File: src/rtl/program_loader.sv
// program_loader: parses a framed program image from a serial byte stream
// and writes big-endian 16-bit words into consecutive instruction-cache cells.
//
// Frame: HEADER, CNT_HI, CNT_LO, 2N payload bytes, CHK (XOR of payload).
//
// Ports:
//   clk, reset         system clock; synchronous active-high reset
//   rx_valid, rx_data  one-cycle byte strobe and byte from the serial receiver
//   download_program   single-cycle cache write strobe per word
//   instruction_index  cache write address
//   instruction        cache write data
//   loading            high while a frame is in progress (holds the core in reset)
//   done, error        sticky completion / failure flags
//
// Optional: define LOADER_TIMEOUT_EN to build an inter-byte timeout that
// aborts a stalled frame after TIMEOUT_CYCLES idle cycles.
module program_loader #(
  parameter int unsigned DEPTH          = 1000,
  parameter int unsigned ADDR_W         = 10,
  parameter logic [7:0]  HEADER         = 8'hA5,
  parameter int unsigned TIMEOUT_CYCLES = 1000000
) (
  input  logic              clk,
  input  logic              reset,
  input  logic              rx_valid,
  input  logic [7:0]        rx_data,
  output logic              download_program,
  output logic [ADDR_W-1:0] instruction_index,
  output logic [15:0]       instruction,
  output logic              loading,
  output logic              done,
  output logic              error
);

  typedef enum logic [2:0] {
    S_IDLE, S_CNT_HI, S_CNT_LO, S_DATA_HI, S_DATA_LO, S_CHECK, S_DONE, S_ERROR
  } state_t;

  state_t            state_q, state_d;
  logic [15:0]       n_q, n_d;
  logic [15:0]       wcnt_q, wcnt_d;
  logic [ADDR_W-1:0] index_q, index_d;
  logic [15:0]       instr_q, instr_d;
  logic [7:0]        chk_q, chk_d;
  logic              strobe_q, strobe_d;
  logic              loading_q, loading_d;
  logic              done_q, done_d;
  logic              error_q, error_d;
  logic [15:0]       n_full;

`ifdef LOADER_TIMEOUT_EN
  localparam int unsigned TW = $clog2(TIMEOUT_CYCLES + 1);
  logic [TW-1:0] tmo_q, tmo_d;
`else
  // Timeout length only matters when the counter is built.
  logic unused_timeout;
  assign unused_timeout = (TIMEOUT_CYCLES == 0);
`endif

  always_comb begin
    state_d   = state_q;
    n_d       = n_q;
    wcnt_d    = wcnt_q;
    index_d   = index_q;
    instr_d   = instr_q;
    chk_d     = chk_q;
    strobe_d  = 1'b0;
    loading_d = loading_q;
    done_d    = done_q;
    error_d   = error_q;
    n_full    = {n_q[15:8], rx_data};

    // Address advances the cycle after each strobe; it stops at the last cell.
    if (strobe_q && (index_q != ADDR_W'(DEPTH - 1))) begin
      index_d = index_q + ADDR_W'(1);
    end

    if (rx_valid) begin
      case (state_q)
        S_IDLE, S_DONE, S_ERROR: begin
          if (rx_data == HEADER) begin
            state_d   = S_CNT_HI;
            loading_d = 1'b1;
            done_d    = 1'b0;
            error_d   = 1'b0;
            chk_d     = '0;
            wcnt_d    = '0;
            index_d   = '0;
          end
        end
        S_CNT_HI: begin
          n_d     = {rx_data, 8'h00};
          state_d = S_CNT_LO;
        end
        S_CNT_LO: begin
          n_d = n_full;
          if ({16'h0000, n_full} > DEPTH) begin
            state_d   = S_ERROR;
            error_d   = 1'b1;
            loading_d = 1'b0;
          end else if (n_full == 16'h0000) begin
            state_d = S_CHECK;
          end else begin
            state_d = S_DATA_HI;
          end
        end
        S_DATA_HI: begin
          instr_d[15:8] = rx_data;
          chk_d         = chk_q ^ rx_data;
          state_d       = S_DATA_LO;
        end
        S_DATA_LO: begin
          instr_d[7:0] = rx_data;
          chk_d        = chk_q ^ rx_data;
          strobe_d     = 1'b1;
          wcnt_d       = wcnt_q + 16'd1;
          state_d      = ((wcnt_q + 16'd1) == n_q) ? S_CHECK : S_DATA_HI;
        end
        S_CHECK: begin
          loading_d = 1'b0;
          if (rx_data == chk_q) begin
            state_d = S_DONE;
            done_d  = 1'b1;
          end else begin
            state_d = S_ERROR;
            error_d = 1'b1;
          end
        end
        default: state_d = S_IDLE;
      endcase
    end

`ifdef LOADER_TIMEOUT_EN
    tmo_d = '0;
    if (state_q inside {S_CNT_HI, S_CNT_LO, S_DATA_HI, S_DATA_LO, S_CHECK}) begin
      if (!rx_valid) begin
        // Expiry only in a byte-free cycle, so a partial word is never strobed.
        if (tmo_q == TW'(TIMEOUT_CYCLES - 1)) begin
          state_d   = S_ERROR;
          error_d   = 1'b1;
          loading_d = 1'b0;
        end else begin
          tmo_d = tmo_q + TW'(1);
        end
      end
    end
`endif
  end

  always_ff @(posedge clk) begin
    if (reset) begin
      state_q   <= S_IDLE;
      n_q       <= '0;
      wcnt_q    <= '0;
      index_q   <= '0;
      instr_q   <= '0;
      chk_q     <= '0;
      strobe_q  <= 1'b0;
      loading_q <= 1'b0;
      done_q    <= 1'b0;
      error_q   <= 1'b0;
`ifdef LOADER_TIMEOUT_EN
      tmo_q     <= '0;
`endif
    end else begin
      state_q   <= state_d;
      n_q       <= n_d;
      wcnt_q    <= wcnt_d;
      index_q   <= index_d;
      instr_q   <= instr_d;
      chk_q     <= chk_d;
      strobe_q  <= strobe_d;
      loading_q <= loading_d;
      done_q    <= done_d;
      error_q   <= error_d;
`ifdef LOADER_TIMEOUT_EN
      tmo_q     <= tmo_d;
`endif
    end
  end

  assign download_program  = strobe_q;
  assign instruction_index = index_q;
  assign instruction       = instr_q;
  assign loading           = loading_q;
  assign done              = done_q;
  assign error             = error_q;

endmodule

File: config.mk
export PLATFORM = sky130hd
export DESIGN_NAME = program_loader
export DESIGN_NICKNAME = d
export VERILOG_FILES = /design/src/rtl/program_loader.sv
export SDC_FILE = /design/constraint.sdc
export NUM_CORES = 1
export LEC_CHECK = 0
export CAP_MARGIN = 20
export CORE_ASPECT_RATIO = 2
export CORE_MARGIN = 1
export CORE_UTILIZATION = 40
export DETAILED_ROUTE_END_ITERATION = 10
export GPL_ROUTABILITY_DRIVEN = 0
export SETUP_SLACK_MARGIN = 0.1
export SYNTH_ARGS = -nofsm -noshare
export SYNTH_HDL_FRONTEND = slang
export SYNTH_SLANG_ARGS = --single-unit
File: constraint.sdc
create_clock -name clk -period 3.1 [get_ports clk]
set_clock_uncertainty 0.1 [all_clocks]
set_input_delay 0.465 -clock clk [delete_from_list [all_inputs] [get_ports clk]]
set_output_delay 0.465 -clock clk [all_outputs]
set_load 0.05 [all_outputs]
==> impl_metrics.prom <==
# TYPE chip_impl_metric gauge
chip_impl_metric{name="antenna_found_initial",unit=""} 0
chip_impl_info{name="end_kind",value="flop"} 1
chip_impl_metric{name="synth_top_cell_area_share",unit="%"} 37.6
chip_impl_metric{name="max_freq",unit="GHz"} 0.362
chip_impl_metric{name="share_comb_of_total_power",unit="%"} 4.3
chip_impl_info{name="rsz0062_at_grt",value="false"} 1
chip_impl_metric{name="finalCoreUtilization",unit="%"} 50.0
chip_impl_info{name="cts.root.buffer_cell",value="sky130_fd_sc_hd__clkbuf_16"} 1
chip_impl_metric{name="cts_max_path_buffers",unit=""} 2
chip_impl_info{name="dominantRegCellSynth",value="sky130_fd_sc_hd__dfxtp_1"} 1
chip_impl_metric{name="dr_pass1_iterations",unit=""} 5
chip_impl_metric{name="synth_sequential_area_ratio",unit="%"} 37.6
chip_impl_metric{name="reg2regPathDepth",unit=""} 8
chip_impl_metric{name="die-height",unit="um"} 141
chip_impl_info{name="critPathLaunch",value="wcnt_q[0]"} 1
chip_impl_metric{name="p_int",unit="mW"} 1.56
chip_impl_metric{name="worst_ep_arrival_time",unit="ns"} 2.90
chip_impl_info{name="outcome",value="completed"} 1
chip_impl_info{name="most_common_cell_after_layout_fill_and_taps_aside",value="sky130_fd_sc_hd__dfxtp_1"} 1
chip_impl_metric{name="drt-initial-drc-count",unit=""} 252
chip_impl_metric{name="first_pass_grt_wire_length",unit="um"} 18200
chip_impl_metric{name="die_w",unit="um"} 71.7
chip_impl_info{name="setup.worst_path.class",value="flop to flop"} 1
chip_impl_metric{name="synth.avg_cell_area",unit="um2"} 7.60
chip_impl_metric{name="drc",unit=""} 0
chip_impl_metric{name="globalRouteTotalUtil",unit="%"} 23.7
chip_impl_metric{name="number_of_flops_mapped_to_enable_cells_by_yosys",unit=""} 0
chip_impl_metric{name="yosys.area_share.xor_xnor",unit="%"} 8.11
chip_impl_metric{name="cts.clk_slew.worst_paths",unit="ns"} 0.06
chip_impl_metric{name="fin_crit_sh",unit="%"} 89.2
chip_impl_metric{name="clkSinkCount",unit=""} 73
chip_impl_metric{name="cellLeakagePower",unit="nW"} 1.60
chip_impl_metric{name="finish.net_count",unit=""} 561
chip_impl_metric{name="wire_per_inst",unit="um"} 17.3
chip_impl_metric{name="place.detailed.hpwl",unit="um"} 8590
chip_impl_metric{name="syn_nets",unit=""} 525
chip_impl_metric{name="total_power",unit="mW"} 2.03
chip_impl_metric{name="fp-row-count",unit=""} 50
chip_impl_metric{name="grt_pass1_vias",unit=""} 3778
chip_impl_metric{name="transition_at_the_pin_with_the_smallest_max_transition_slack",unit="ns"} 0.673
chip_impl_metric{name="cts.hold.buffers_added",unit=""} 0
chip_impl_metric{name="synth-warning-count",unit=""} 0
chip_impl_metric{name="synth.distinct_cells",unit=""} 55
chip_impl_info{name="worst_r2r_endpoint",value="state_q[1]"} 1
chip_impl_info{name="cts_tree",value="built"} 1
chip_impl_metric{name="power.density_cell_area",unit="mW/mm2"} 433
chip_impl_metric{name="ys_async_sr_fraction",unit="%"} 0
chip_impl_metric{name="viasPerCell",unit=""} 5.84
chip_impl_info{name="start_kind",value="flop"} 1
chip_impl_metric{name="post_cts_buffers",unit=""} 0
chip_impl_metric{name="drv.max_cap_violation_count",unit=""} 0
chip_impl_metric{name="input_output_buffers",unit=""} 40
chip_impl_metric{name="cts_resized",unit=""} 0
chip_impl_metric{name="antenna_cells",unit=""} 0
chip_impl_metric{name="die-area",unit="mm2"} 0.0101
chip_impl_metric{name="holdWs",unit="ns"} 0.355
chip_impl_metric{name="cts_inserted_buffers",unit=""} 9
chip_impl_metric{name="grt_max_degree",unit=""} 29
chip_impl_metric{name="totalNegativeSetupSlack",unit="ns"} 0
chip_impl_metric{name="finalSetupViolCount",unit=""} 0
chip_impl_metric{name="worstSkewPairLatency",unit="ns"} 0.34
chip_impl_metric{name="post_synth_mux_area_share",unit="%"} 0.772
chip_impl_metric{name="wl",unit="um"} 11400
chip_impl_metric{name="total_standard_cell_area_after_synthesis",unit="mm2"} 0.00389
chip_impl_info{name="worst_setup_path_endpoint",value="state_q[1]"} 1
chip_impl_info{name="synth.largest_area_cell",value="sky130_fd_sc_hd__dfxtp_1"} 1
chip_impl_metric{name="grt-ovfl-total",unit=""} 0
chip_impl_metric{name="power.share.clock",unit="%"} 49.5
chip_impl_metric{name="slew_viol_final",unit=""} 0
chip_impl_metric{name="drive_above_1_share",unit="%"} 8.14
chip_impl_metric{name="p_switching",unit="mW"} 0.475
chip_impl_metric{name="maxSlewHeadroom",unit="%"} 54.8
chip_impl_metric{name="path_max_fanout",unit=""} 9
chip_impl_metric{name="synth_cells",unit=""} 512
chip_impl_metric{name="synth-seq-cells",unit=""} 73
chip_impl_metric{name="post_synth_and_or_nand_nor_area_fraction",unit="%"} 27.0
chip_impl_metric{name="seq_power_share",unit="%"} 46.3
chip_impl_info{name="mostFrequentLayoutCells",value="73 x sky130_fd_sc_hd__dfxtp_1, 67 x sky130_fd_sc_hd__nand2_1, 61 x sky130_fd_sc_hd__nor2_1"} 1
chip_impl_metric{name="via_count",unit=""} 3836
chip_impl_metric{name="reg2reg_setup_slack",unit="ns"} 0.34
chip_impl_info{name="ys_top_cells_by_area",value="sky130_fd_sc_hd__dfxtp_1 38%, sky130_fd_sc_hd__a21oi_1 7.6%, sky130_fd_sc_hd__nand2_1 6.5%"} 1
chip_impl_metric{name="synthesis_to_finish_area_growth",unit="%"} 20.7
chip_impl_metric{name="start_util",unit="%"} 41.5
chip_impl_metric{name="detail-route-antenna-nets",unit=""} 0
chip_impl_metric{name="synth-compound-area-share",unit="%"} 20.8
chip_impl_metric{name="worst_ep_required_time",unit="ns"} 3.23
chip_impl_metric{name="synth_adder_area_share",unit="%"} 0.643
chip_impl_info{name="regToRegStartpoint",value="wcnt_q[0]"} 1
chip_impl_info{name="dominant_combinational_cell_family_by_area_after_synthesis",value="simple AND/OR/NAND/NOR gates"} 1
chip_impl_metric{name="area_of_the_core_region",unit="mm2"} 0.00938
chip_impl_metric{name="p_sw_share",unit="%"} 23.4
chip_impl_info{name="hold_path_class",value="flop to flop"} 1
chip_impl_metric{name="irDropWorstVdd",unit="mV"} 0.333
chip_impl_metric{name="clock_tree.htree_level_count",unit=""} 3
chip_impl_metric{name="top_level_ports",unit=""} 41
chip_impl_metric{name="final.min_clock_period",unit="ns"} 2.76
chip_impl_metric{name="report.final.hold_viol_count",unit=""} 0
==> stage by stage <==
stage / worst slack, ns / std cells / area [um2]
2_1_floorplan: 0.648 / 512 / 3890
3_3_place_gp: 0.233 / 641 / 4400
3_5_place_dp: 0.218 / 641 / 4400
4_1_cts: 0.325 / 657 / 4700
5_1_grt: 0.174 / 657 / 4700
6_report: 0.335 / 657 / 4700
==> power by group through the flow <==
stage | Clock [mW] | Combinational, mW | Sequential, mW
finish | 1.01 | 0.0867 | 0.941
global route | 1.07 | 0.0938 | 0.941
CTS | 1.03 | 0.0878 | 0.941
detailed placement | 0 | 0.0874 | 0.962
global placement | 0 | 0.0865 | 0.962
floorplan | 0 | 0.0464 | 0.966
==> registers in the layout (all words and copies together) (netlist names) <==
name	cells
wcnt_q	16
error	1
loading	1
n_q	16
state_q	3
instruction	16
done	1
chk_q	8
download_program	1
instruction_index	10
==> how the worst min path moves through the flow <==
stage                    startpoint         endpoint  slack [ns]  depth (start not counted)
floorplan                   n_q[11]          n_q[11]        0.36                          2
global placement    instruction[11]  instruction[11]        0.34                          2
detailed placement   instruction[4]   instruction[4]        0.35                          2
CTS                  instruction[4]   instruction[4]        0.36                          2
global route         instruction[4]   instruction[4]        0.37                          2
finish              instruction[14]  instruction[14]        0.36                          2
==> synthesized netlist by cell type, types with 3 or more instances <==
cell	instances
sky130_fd_sc_hd__nand3_1	24
sky130_fd_sc_hd__or4_1	5
sky130_fd_sc_hd__a31oi_1	4
sky130_fd_sc_hd__and3_1	6
sky130_fd_sc_hd__nand2_1	67
sky130_fd_sc_hd__inv_1	7
sky130_fd_sc_hd__nand2b_1	3
sky130_fd_sc_hd__nor2_1	61
sky130_fd_sc_hd__xor2_1	15
sky130_fd_sc_hd__buf_2	12
sky130_fd_sc_hd__xnor2_1	21
sky130_fd_sc_hd__nor4_1	4
sky130_fd_sc_hd__a22oi_1	10
sky130_fd_sc_hd__or3_1	9
sky130_fd_sc_hd__dfxtp_1	73
sky130_fd_sc_hd__o21ai_0	33
sky130_fd_sc_hd__nand3b_1	8
sky130_fd_sc_hd__clkbuf_1	19
sky130_fd_sc_hd__and2_1	4
sky130_fd_sc_hd__nor3_1	8
sky130_fd_sc_hd__nand4_1	9
sky130_fd_sc_hd__a21oi_1	59
sky130_fd_sc_hd__a211oi_1	6
sky130_fd_sc_hd__mux2i_1	3
==> metal layers <==
layer | up-vias | wire length [um] | track usage, %
met4 | 0 | 489 | 13.5
li1 | 1886 | - | -
met1 | 1820 | 3950 | 22.1
met2 | 94 | 6570 | 45.9
met3 | 36 | 378 | 4.69
met5 | - | 0 | 0
==> area by class of cell <==
type,instances,area (um2)
clock buffers,11,253
fillers,924,4690
well taps,104,130
clock inverters,5,38.8
multi-input cells,395,2230
inverters,8,30.0
repair buffers,61,553
flip-flops and latches,73,1460
==> kinds of logic (layout without fill, tap and decap cells) <==
logic type      after synthesis  after routing
fa+ha+maj                     2              2
xor+xnor                     36             36
simple gates                218            218
mux                           3              3
buf+inv                      44             85
flops                        73             73
compound gates              136            136
==> worst max-delay path, cell delays in order (launching register included) <==
cell and delay [ns]:
sky130_fd_sc_hd__dfxtp_1 0.45, sky130_fd_sc_hd__ha_1 0.31, sky130_fd_sc_hd__nand3_1 0.21, sky130_fd_sc_hd__buf_4 0.23
sky130_fd_sc_hd__nor3_2 0.37, sky130_fd_sc_hd__nand3_1 0.16, sky130_fd_sc_hd__o21ai_0 0.23, sky130_fd_sc_hd__o2111ai_1 0.23
sky130_fd_sc_hd__o31a_1 0.35
Power figures use the tool's default switching activity.
